`src/rtl/seg_scan_ctrl.sv`:
```
// Scan controller for a multiplexed N-digit 7-segment display.
// Double-buffered display data, per-slot blanking, optional leading-zero suppression.
module seg_scan_ctrl #(
  parameter int NUM_DIGITS = 4,
  parameter int DWELL      = 50000,
  parameter int BLANK      = 8
) (
  input  logic                    clk,
  input  logic                    rst_n,
  input  logic                    load,
  input  logic [4*NUM_DIGITS-1:0] data,
  input  logic                    lz_en,
  output logic [3:0]              bcd_out,
  output logic [NUM_DIGITS-1:0]   digit_en,
  output logic                    frame_start,
  output logic                    upd_pending
);

  localparam int CW = (DWELL > 1) ? $clog2(DWELL) : 1;
  localparam int IW = $clog2(NUM_DIGITS);

  typedef enum logic {
    S_BLANK,
    S_SHOW
  } state_t;

  state_t                  state;
  logic [CW-1:0]           cnt;
  logic [IW-1:0]           idx;
  logic [4*NUM_DIGITS-1:0] shadow;
  logic [4*NUM_DIGITS-1:0] active;

  logic                    slot_end;
  logic                    frame_end;
  logic                    hi_zero;
  logic [3:0]              show_code;
  logic [NUM_DIGITS-1:0]   show_en;

  // Code and enable for the current digit; a digit is suppressed when it and
  // everything above it is zero, except digit 0 which always shows.
  always_comb begin
    slot_end  = (state == S_SHOW) && (cnt == CW'(DWELL - 1));
    frame_end = slot_end && (idx == IW'(NUM_DIGITS - 1));
    hi_zero   = 1'b1;
    for (int k = 0; k < NUM_DIGITS; k++) begin
      if ((k >= int'(idx)) && (active[4*k +: 4] != 4'h0)) begin
        hi_zero = 1'b0;
      end
    end
    show_code = active[{idx, 2'b00} +: 4];
    if (lz_en && (idx != '0) && hi_zero) begin
      show_code = 4'hF;
    end
    show_en = {{(NUM_DIGITS-1){1'b0}}, 1'b1} << idx;
  end

  always_ff @(posedge clk or negedge rst_n) begin
    if (!rst_n) begin
      state       <= S_BLANK;
      cnt         <= '0;
      idx         <= '0;
      shadow      <= '0;
      active      <= '0;
      bcd_out     <= 4'hF;
      digit_en    <= '0;
      frame_start <= 1'b0;
      upd_pending <= 1'b0;
    end else begin
      frame_start <= frame_end;
      // The boundary copies the pre-load shadow, so a coincident load waits a frame.
      if (frame_end) begin
        active <= shadow;
      end
      if (load) begin
        shadow      <= data;
        upd_pending <= 1'b1;
      end else if (frame_end) begin
        upd_pending <= 1'b0;
      end

      case (state)
        S_BLANK: begin
          cnt <= cnt + 1'b1;
          if (cnt == CW'(BLANK - 1)) begin
            state    <= S_SHOW;
            bcd_out  <= show_code;
            digit_en <= show_en;
          end
        end
        S_SHOW: begin
          if (slot_end) begin
            state    <= S_BLANK;
            cnt      <= '0;
            idx      <= (idx == IW'(NUM_DIGITS - 1)) ? '0 : idx + 1'b1;
            bcd_out  <= 4'hF;
            digit_en <= '0;
          end else begin
            cnt      <= cnt + 1'b1;
            bcd_out  <= show_code;
            digit_en <= show_en;
          end
        end
        default: begin
          state    <= S_BLANK;
          cnt      <= '0;
          bcd_out  <= 4'hF;
          digit_en <= '0;
        end
      endcase
    end
  end

endmodule

```
`config.mk`:
```
export PLATFORM = sky130hd
export DESIGN_NAME = seg_scan_ctrl
export DESIGN_NICKNAME = d
export VERILOG_FILES = /design/src/rtl/seg_scan_ctrl.sv
export SDC_FILE = /design/constraint.sdc
export NUM_CORES = 1
export LEC_CHECK = 0
export ABC_AREA = 1
export CELL_PAD_IN_SITES_DETAIL_PLACEMENT = 2
export CELL_PAD_IN_SITES_GLOBAL_PLACEMENT = 2
export CORE_UTILIZATION = 33
export DETAILED_ROUTE_END_ITERATION = 6
export PLACE_DENSITY_LB_ADDON = 0.1
export SLEW_MARGIN = 0
export SYNTH_ARGS = -nofsm -noshare
export SYNTH_HDL_FRONTEND = slang
export SYNTH_SLANG_ARGS = --single-unit
```
`constraint.sdc`:
```
create_clock -name clk -period 2 [get_ports clk]
set_input_delay 0.4 -clock clk [delete_from_list [all_inputs] [get_ports clk]]
set_output_delay 0.4 -clock clk [all_outputs]
set_load 0.1 [all_outputs]
```
## Word level (Yosys, flattened, before mapping)

Index checks and enable logic that the tools add are counted.

- Output and inout bits: 10
- Register bits after elaboration: 61
- Input bits: 20
- Word-level logic and storage cells: 54

- Shifts and indexed selects: 2
- Reductions and logical operators: 14
- Order comparisons: 3
- Multiplexer cells: 19
- Add/subtract/negate cells: 2
- Bitwise gates (word level): 1
- Equal/unequal tests: 4

Operators by type and width:

| operator | number |
|---|---|
| case mux 16 bit (2 select lines) | 1 |
| 2-to-1 mux 4 bit | 5 |
| adder 16 x 1 -> 16 bit (second input constant) | 1 |
| == test 16 bit (second input constant) | 1 |
| == test 16 x 3 -> 1 bit (second input constant) | 1 |
| 2-to-1 mux 16 bit | 1 |
| case mux 4 bit (2 select lines) | 2 |
| nonzero test 4 bit | 4 |
| variable part select 16 x 5 -> 4 bit | 1 |
| 2-to-1 mux 1 bit | 8 |
| logical AND 1 bit | 7 |
| greater-or-equal comparator 1 x 2 -> 1 bit (first input constant) | 2 |
| nonzero test 2 bit | 2 |
| << shifter 1 x 2 -> 4 bit (first input constant) | 1 |
| adder 2 x 1 -> 2 bit (second input constant) | 1 |
| == test 2 bit (second input constant) | 1 |
| greater-or-equal comparator 2 bit (first input constant) | 1 |
| 2-to-1 mux 2 bit | 1 |
| inequality test 2 bit (second input constant) | 1 |
| case mux 1 bit (2 select lines) | 1 |
| AND reduction 2 bit | 1 |
| NOT 1 bit | 1 |

## Depth between registers and ports, before layout

Gate-level depths: netlist (run 1).

- Word-level depth: 10
- Depth in mapped cells: 10
- Depth with buffers taken out: 9

## Least setup slack after synthesis (run 1)

Ideal clock, no wire load.

- Path kind: register to register
- Start point: reg idx[0]
- End point: reg bcd_out[0]
- Library setup time: 0.067 ns
- Path buffers: 1
- Required time: 1.933 ns
- Stages on the path, launching flop included: 11
- Period minus slack after synthesis: 1.574 ns
- Arrival time: 1.507 ns
- Setup slack: 0.426 ns
- Path through: dfrtp_1 buf_2 clkinv_1 ha_1 inv_1 nand2_1 nor2_1 nand3_1 nand2_1 nor2_1 nor2_1

- Cells in the longest elaborated chain, start to end: 10
- Elaborated cells between the ends (all ways): 18
- Those cells by class: order compare (3); shift (1); mux (8); reduce/logical (6)

RTL lines:

| what | RTL line | text |
|---|---|---|
| start: declaration | 29 | `logic [IW-1:0] idx;` |
| start signal: assignment | 94 | `idx <= (idx == IW'(NUM_DIGITS - 1)) ? '0 : idx + 1'b1;` |
| greater-or-equal comparator 1 x 2 -> 1 bit | 46 | `if ((k >= int'(idx)) && (active[4*k +: 4] != 4'h0)) begin` |
| logical AND 1 bit | 46 |  |
| 2-to-1 mux 1 bit (4 in series) | 46 |  |
| logical AND 1 bit | 51 | `if (lz_en && (idx != '0) && hi_zero) begin` |
| 2-to-1 mux 4 bit * | 51 |  |
| 2-to-1 mux 4 bit (on tied branches) | 91, 84 |  |
| case mux 4 bit (2 select lines) * | 81 | `case (state)` |
| end signal: assignment | 86 | `bcd_out <= show_code;` |
| end signal: assignment | 99 | `bcd_out <= show_code;` |
| end: declaration | 13 | `output logic [3:0] bcd_out,` |

Mark *: on every way between the ends. The rest lies on a longest branch, timed or not. The select of a mux whose other input is x is not followed.
A chain may end at the register's enable or synchronous reset.

## Final worst setup path (run 1)

- Start point: reg cnt[0]
- End point: reg digit_en[2]

- Cells in the longest elaborated chain, start to end: 4
- Elaborated cells between the ends (all ways): 6
- Those cells by class: eq/ne (3); mux (2); reduce/logical (1)

RTL lines:

| what | RTL line | text |
|---|---|---|
| start: declaration | 28 | `logic [CW-1:0] cnt;` |
| start signal: assignment | 83 | `cnt <= cnt + 1'b1;` |
| start signal: assignment | 98 | `cnt <= cnt + 1'b1;` |
| == test 16 bit | 42 | `slot_end = (state == S_SHOW) && (cnt == CW'(DWELL - 1));` |
| logical AND 1 bit | 42 |  |
| 2-to-1 mux 4 bit | 91 | `if (slot_end) begin` |
| case mux 4 bit (2 select lines) | 81 |  |
| end signal: assignment | 87 | `digit_en <= show_en;` |
| end signal: assignment | 100 | `digit_en <= show_en;` |
| end: declaration | 14 | `output logic [NUM_DIGITS-1:0] digit_en,` |

Several ways; a longest one is shown, not always the timed one.

==> results of run 1 <==
-- sequential cells by signal, indices dropped and copies added, names as in the netlist --
| signal | count |
|---|---|
| idx | 2 |
| state | 1 |
| bcd_out | 4 |
| active | 16 |
| frame_start | 1 |
| cnt | 16 |
| shadow | 16 |
| upd_pending | 1 |
| digit_en | 4 |
-- cell families (layout without fill, tap and decap cells) --
kind of cell	after synthesis	count (layout)
fa+ha+maj	6	6
flops	61	61
buf+inv	33	77
simple gates	245	245
xor+xnor	10	10
compound gates	13	13
-- stage by stage --
step	instances	area (um^2)	setup WS [ps]	power [W]
floorplan	368	2920	426	0.00133
global placement	501	3370	354	0.00140
detailed placement	501	3370	222	0.00141
CTS	517	3530	205	0.00235
global route	517	3530	45.3	0.00243
finish	517	3530	232	0.00231
-- power groups by stage --
stage                     registers [W]  clock network [W]  logic (W)
after floorplan                 0.00130                  0  0.0000329
after global placement          0.00130                  0   0.000104
after detailed placement        0.00130                  0   0.000109
after CTS                       0.00128           0.000965   0.000110
after global routing            0.00128            0.00102   0.000120
final                           0.00128           0.000925   0.000104
-- how the worst min path moves through the flow --
| stage | from | to | depth (start not counted) |
|---|---|---|---|
| floorplan | rst_n | active[0] | 0 |
| global placement | rst_n | cnt[15] | 2 |
| detailed placement | rst_n | cnt[15] | 2 |
| CTS | rst_n | cnt[15] | 2 |
| global route | rst_n | cnt[15] | 2 |
| finish | rst_n | cnt[15] | 2 |
-- Yosys cell counts, drive strengths merged --
master | count | area [um^2]
nor2 | 55 | 238
nand2 | 161 | 617
ha | 6 | 75.1
a21oi | 4 | 20.0
buf | 3 | 27.5
nand3 | 25 | 138
nor3 | 3 | 15.0
clkinv | 2 | 7.51
xor2 | 7 | 61.3
clkbuf | 3 | 11.3
xnor2 | 3 | 26.3
nand3b | 1 | 7.51
inv | 25 | 96.3
o21ai | 9 | 45.0
dfstp | 4 | 105
dfrtp | 57 | 1430
-- final cells by class --
cell class              instances  area (um^2)  area share [%]
repair buffers                 34          360            10.2
inverters                      27          104            2.94
multi-input cells             274         1240            35.2
clock buffers                  12          135            3.83
well taps                     105          131            3.72
flip-flops and latches         61         1530            43.4
clock inverters                 4         25.0           0.709
-- worst max-delay path: cells and delay by family (launching register included) --
family                     cells  cell delay [ps]
DFF                            1              390
adders and majority gates      1              290
and+or+nand+nor                4              770
AOI/OAI and AO/OA              1              170
-- routing by layer --
layer	share of wire, %	routed length [um]
met1	42	3320
met2	54	4230
met3	2.3	184
met4	1.5	115
met5	0	0
==> impl_metrics.ini, run 1 <==
[route]
drtIter0Drc = 57
drc = 0
vias = 2469
ant_nets = 0
wl_per_cell_um = 15.2
via_per_inst = 4.78
dr.pass1.iters = 5
wl_mm = 7.85

[grt]
grt_pass1_wl_mm = 13.4
grt.overflow.total = 0
antenna_found_initial = 0
busiest_layer = met2
gr-usage-met1_pct = 22.3
met2_usage_pct = 36.4
grt_pass1_vias = 2726
grt_max_degree = 62
globalRouteMet3Util_pct = 3.71
grt_usage_pct = 19.7

[floorplanning]
die_x_um = 96.0
io_pins = 30
initial_core_util_pct = 34.8
coreArea_um2 = 8380
die_y_um = 96.0
dieArea_um2 = 9220
rows = 33

[power]
switching_share_pct = 23.8
p_seq_share_pct = 55.4
p_sw_w = 0.000550
power.leakage_nw = 1.79
pwr-share-comb_pct = 4.5
peakVddDrop_mv = 0.279
power.internal_w = 0.00176
power_density_nw_per_um2 = 654
clkPwrFrac_pct = 40.0

[worst_setup_path]
critPathMaxStageDelay_ps = 390
cp_data_arrival_time_ps = 1960
reg2reg_from = cnt[0]
path_max_fanout = 9
path_common_cell = nand2_1
crit_type = reg2reg
cp-start-kind = flip-flop
crit_end = digit_en[2]
path_cells = ha_1, nand2_1, nor2_4, nand3_4, nand2_1, o21ai_0
crit_required_ps = 2200
rrSetupSlack_ps = 230
cpMaxStageDelayCell = dfrtp_1
critPathLaunch = cnt[0]
reg2reg_depth = 6
endpoint_kind = flip-flop
timing.rr.end = digit_en[2]

[clock_network]
root_buffer = clkbuf_8
clk_latency_ps = 340
cts_setup_buffers = 0
holdBufCountCts = 0
clk_pin_slew_ps = 70
clockBufferDepth = 2
cts_tree = done
cts_buffers = 9
cts.sinks = 61
cts_max_level = 3
cts_resized = 0

[place]
gp_congestion = 0.749
port_buffers = 29
dpl.hpwl_mm = 5.88

[sta]
relSlewSlack_pct = 68.4
hold_ws_ps = 58.7
post-route-period-util_pct = 88.4
drv_slew = 0
setup_viol = 0
fmax_ghz = 0.566
skew_ps = 8.54
rsz0062_at_grt = false
period_needed_ps = 1770
tightest_slew_ps = 472
setup_tns_ps = 0
final_hold_viol_count = 0

[synth]
synth_cell_type_count = 25
synth_area_per_cell_um2 = 7.93
synthCells = 368
synth_compound_area_share_pct = 2.23
yosys_warnings = 0
syn_area_um2 = 2920
ys_seq_area_share_pct = 52.5
synth_xor_area_share_pct = 3.00
synth_fa_ha_area_share_pct = 2.57
synth_top_family_by_area = simple AND/OR/NAND/NOR gates
synth_mux_area_share_pct = 0
synth_simple_gate_area_share_pct = 34.8
syn-num-nets = 394
ys_ff_latch = 61

[finish]
final_cell_mix = nand2_1 (158), dfrtp_1 (57), nor2_1 (50)
utilization_pct = 42.1
final_common_cell = nand2_1
fill_cells = 1001
drive_above_1_share_pct = 10.7
syn_to_final_growth_pct = 21.0
num-nets-final = 433
diodes = 0

[run]
cap_violations = 0

[hold_path]
hold_class = in2async

[outcome]
status = finished, final reports clean
(Power assumes the default switching activity.)
==> run 2, diff against run 1 <==
- CTS_CLUSTER_SIZE: unset -> 14
- TNS_END_PERCENT: unset -> 20
==> results of run 2 <==
No change in the layout: final DEF, timing and power equal those of run 1.
==> run 3, diff against run 2 <==
- SETUP_SLACK_MARGIN: unset -> 0.05
==> run 3 against run 2 <==
Effect of this change:
- sequential share of layout area unchanged
- final area unchanged
- sequential power about the same
- clock skew is the same
- utilization unchanged
- flip-flop and latch count unchanged
- combinational power barely moved
- critical path depth did not move
- first-iteration DRC count did not move
- register-to-register slack better by 40 ps
- maximum frequency grew 2.4%
- critical path type unchanged
- critical endpoint is now digit_en[1]
- highest routed layer unchanged
==> impl_metrics.ini, run 3 (synthesis gave the netlist of run 1 again) <==
[floorplanning]
rows = 33
io_pins = 30
die_x_um = 96.0
coreArea_um2 = 8380
initial_core_util_pct = 34.8
die_y_um = 96.0
dieArea_um2 = 9220

[worst_setup_path]
reg2reg_from = cnt[0]
critPathLaunch = cnt[0]
endpoint_kind = flip-flop
cpMaxStageDelayCell = dfrtp_1
critPathMaxStageDelay_ps = 390
path_cells = ha_1, nand2_1, nor2_4, nand3_4, nand2_1, o21ai_0
cp-start-kind = flip-flop
path_common_cell = nand2_1
crit_required_ps = 2210
path_max_fanout = 9
cp_data_arrival_time_ps = 1940
crit_type = reg2reg

[run]
cap_violations = 0

[place]
place_ws_ps = 222
port_buffers = 29
gp_congestion = 0.749
dpl.hpwl_mm = 5.88

[route]
ant_nets = 0
wl_mm = 7.85
vias = 2469
drc = 0
wl_per_cell_um = 15.2
dr.pass1.iters = 5
via_per_inst = 4.78
drtIter0Drc = 57

[sta]
setup_viol = 0
setup_ws_ps = 273
relSlewSlack_pct = 68.4
drv_slew = 0
rsz0062_at_grt = false
fmax_ghz = 0.579
tightest_slew_ps = 472
post-route-period-util_pct = 86.3
final_hold_viol_count = 0
period_needed_ps = 1730
skew_ps = 8.54
setup_tns_ps = 0

[finish]
syn_to_final_growth_pct = 21.0
final_common_cell = nand2_1
fill_cells = 1001
final-seq-area_um2 = 1530
multi_input_area_um2 = 1240
final_cell_mix = nand2_1 (158), dfrtp_1 (57), nor2_1 (50)
num-nets-final = 433
reg_top3 = active x16, cnt x16, shadow x16
diodes = 0
drive_above_1_share_pct = 10.7

[grt]
grt_pass1_wl_mm = 13.4
grt_max_degree = 62
antenna_found_initial = 0
grt_pass1_vias = 2726
grt.overflow.total = 0
grt_usage_pct = 19.7

[clock_network]
cts_buffers = 9
cts.sinks = 61
clockBufferDepth = 2
clk_latency_ps = 340
clk_pin_slew_ps = 70
cts_tree = done
cts_setup_buffers = 0
root_buffer = clkbuf_8
cts_max_level = 3

[power]
finalPower_w = 0.00231
power_density_nw_per_um2 = 654
power.leakage_nw = 1.79
peakVddDrop_mv = 0.279

[hold_path]
hold_class = in2async

[outcome]
status = finished, final reports clean
-- run 3: timing repair --
item                                    4_1_cts  5_1_grt
resized for setup                             0        1
hold buffers                                  0        0
endpoints found under the setup margin        0        1
-- run 3: layout make-up --
class | instances | share of cell area [%]
timing repair buffer | 34 | 10.2
clock buffer | 12 | 3.83
inverter | 27 | 2.94
clock inverter | 4 | 0.709
tap | 105 | 3.72
multi-input combinational | 274 | 35.2
sequential | 61 | 43.4
-- run 3: path summary, 6_finish.rpt --
check | endpoint | slack, ps | cells after the start
min in group clk | shadow[12] | 470 | 2
setup / recovery | digit_en[1] | 270 | 6
setup reg to reg | digit_en[1] | 270 | 6
hold / removal | cnt[15] | 60 | 2
max in group asynchronous | bcd_out[2] | 1620 | 2
hold reg to reg | shadow[12] | 470 | 2
-- run 3: worst max-delay path: cells and delay by family (launching register included) --
family	cells	cell delay (ps)
AO/OA/AOI/OAI	1	140
adder cells (fa/ha/maj)	1	290
flip-flops	1	390
AND/OR/NAND/NOR	4	770
-- run 3: metal layers --
layer	share of wire [%]	up-vias	GRT usage (%)
met5	0	-	0
met1	42	1219	22.3
met4	1.5	0	7.46
met2	54	31	36.4
li1	-	1208	-
met3	2.3	11	3.71
-- run 3: through the flow --
stage / cells / instance area (um^2) / util (%) / hold WS (ps)
4_1_cts: 517 / 3530 / 42.1 / 62.1
3_3_place_gp: 501 / 3370 / 40.2 / 435
3_5_place_dp: 501 / 3370 / 40.2 / 440
5_1_grt: 517 / 3530 / 42.1 / 69.5
2_1_floorplan: 368 / 2920 / - / 104
6_report: 517 / 3530 / 42.1 / 58.7
-- run 3: power breakdown --
group / leakage [nW] / total (W) / switching (W) / internal [W]
registers: 0.779 / 0.00128 / 0.0000173 / 0.00126
logic: 0.936 / 0.000104 / 0.0000546 / 0.0000494
clock network: 0.0764 / 0.000925 / 0.000479 / 0.000446
total: 1.79 / 0.00231 / 0.000550 / 0.00176
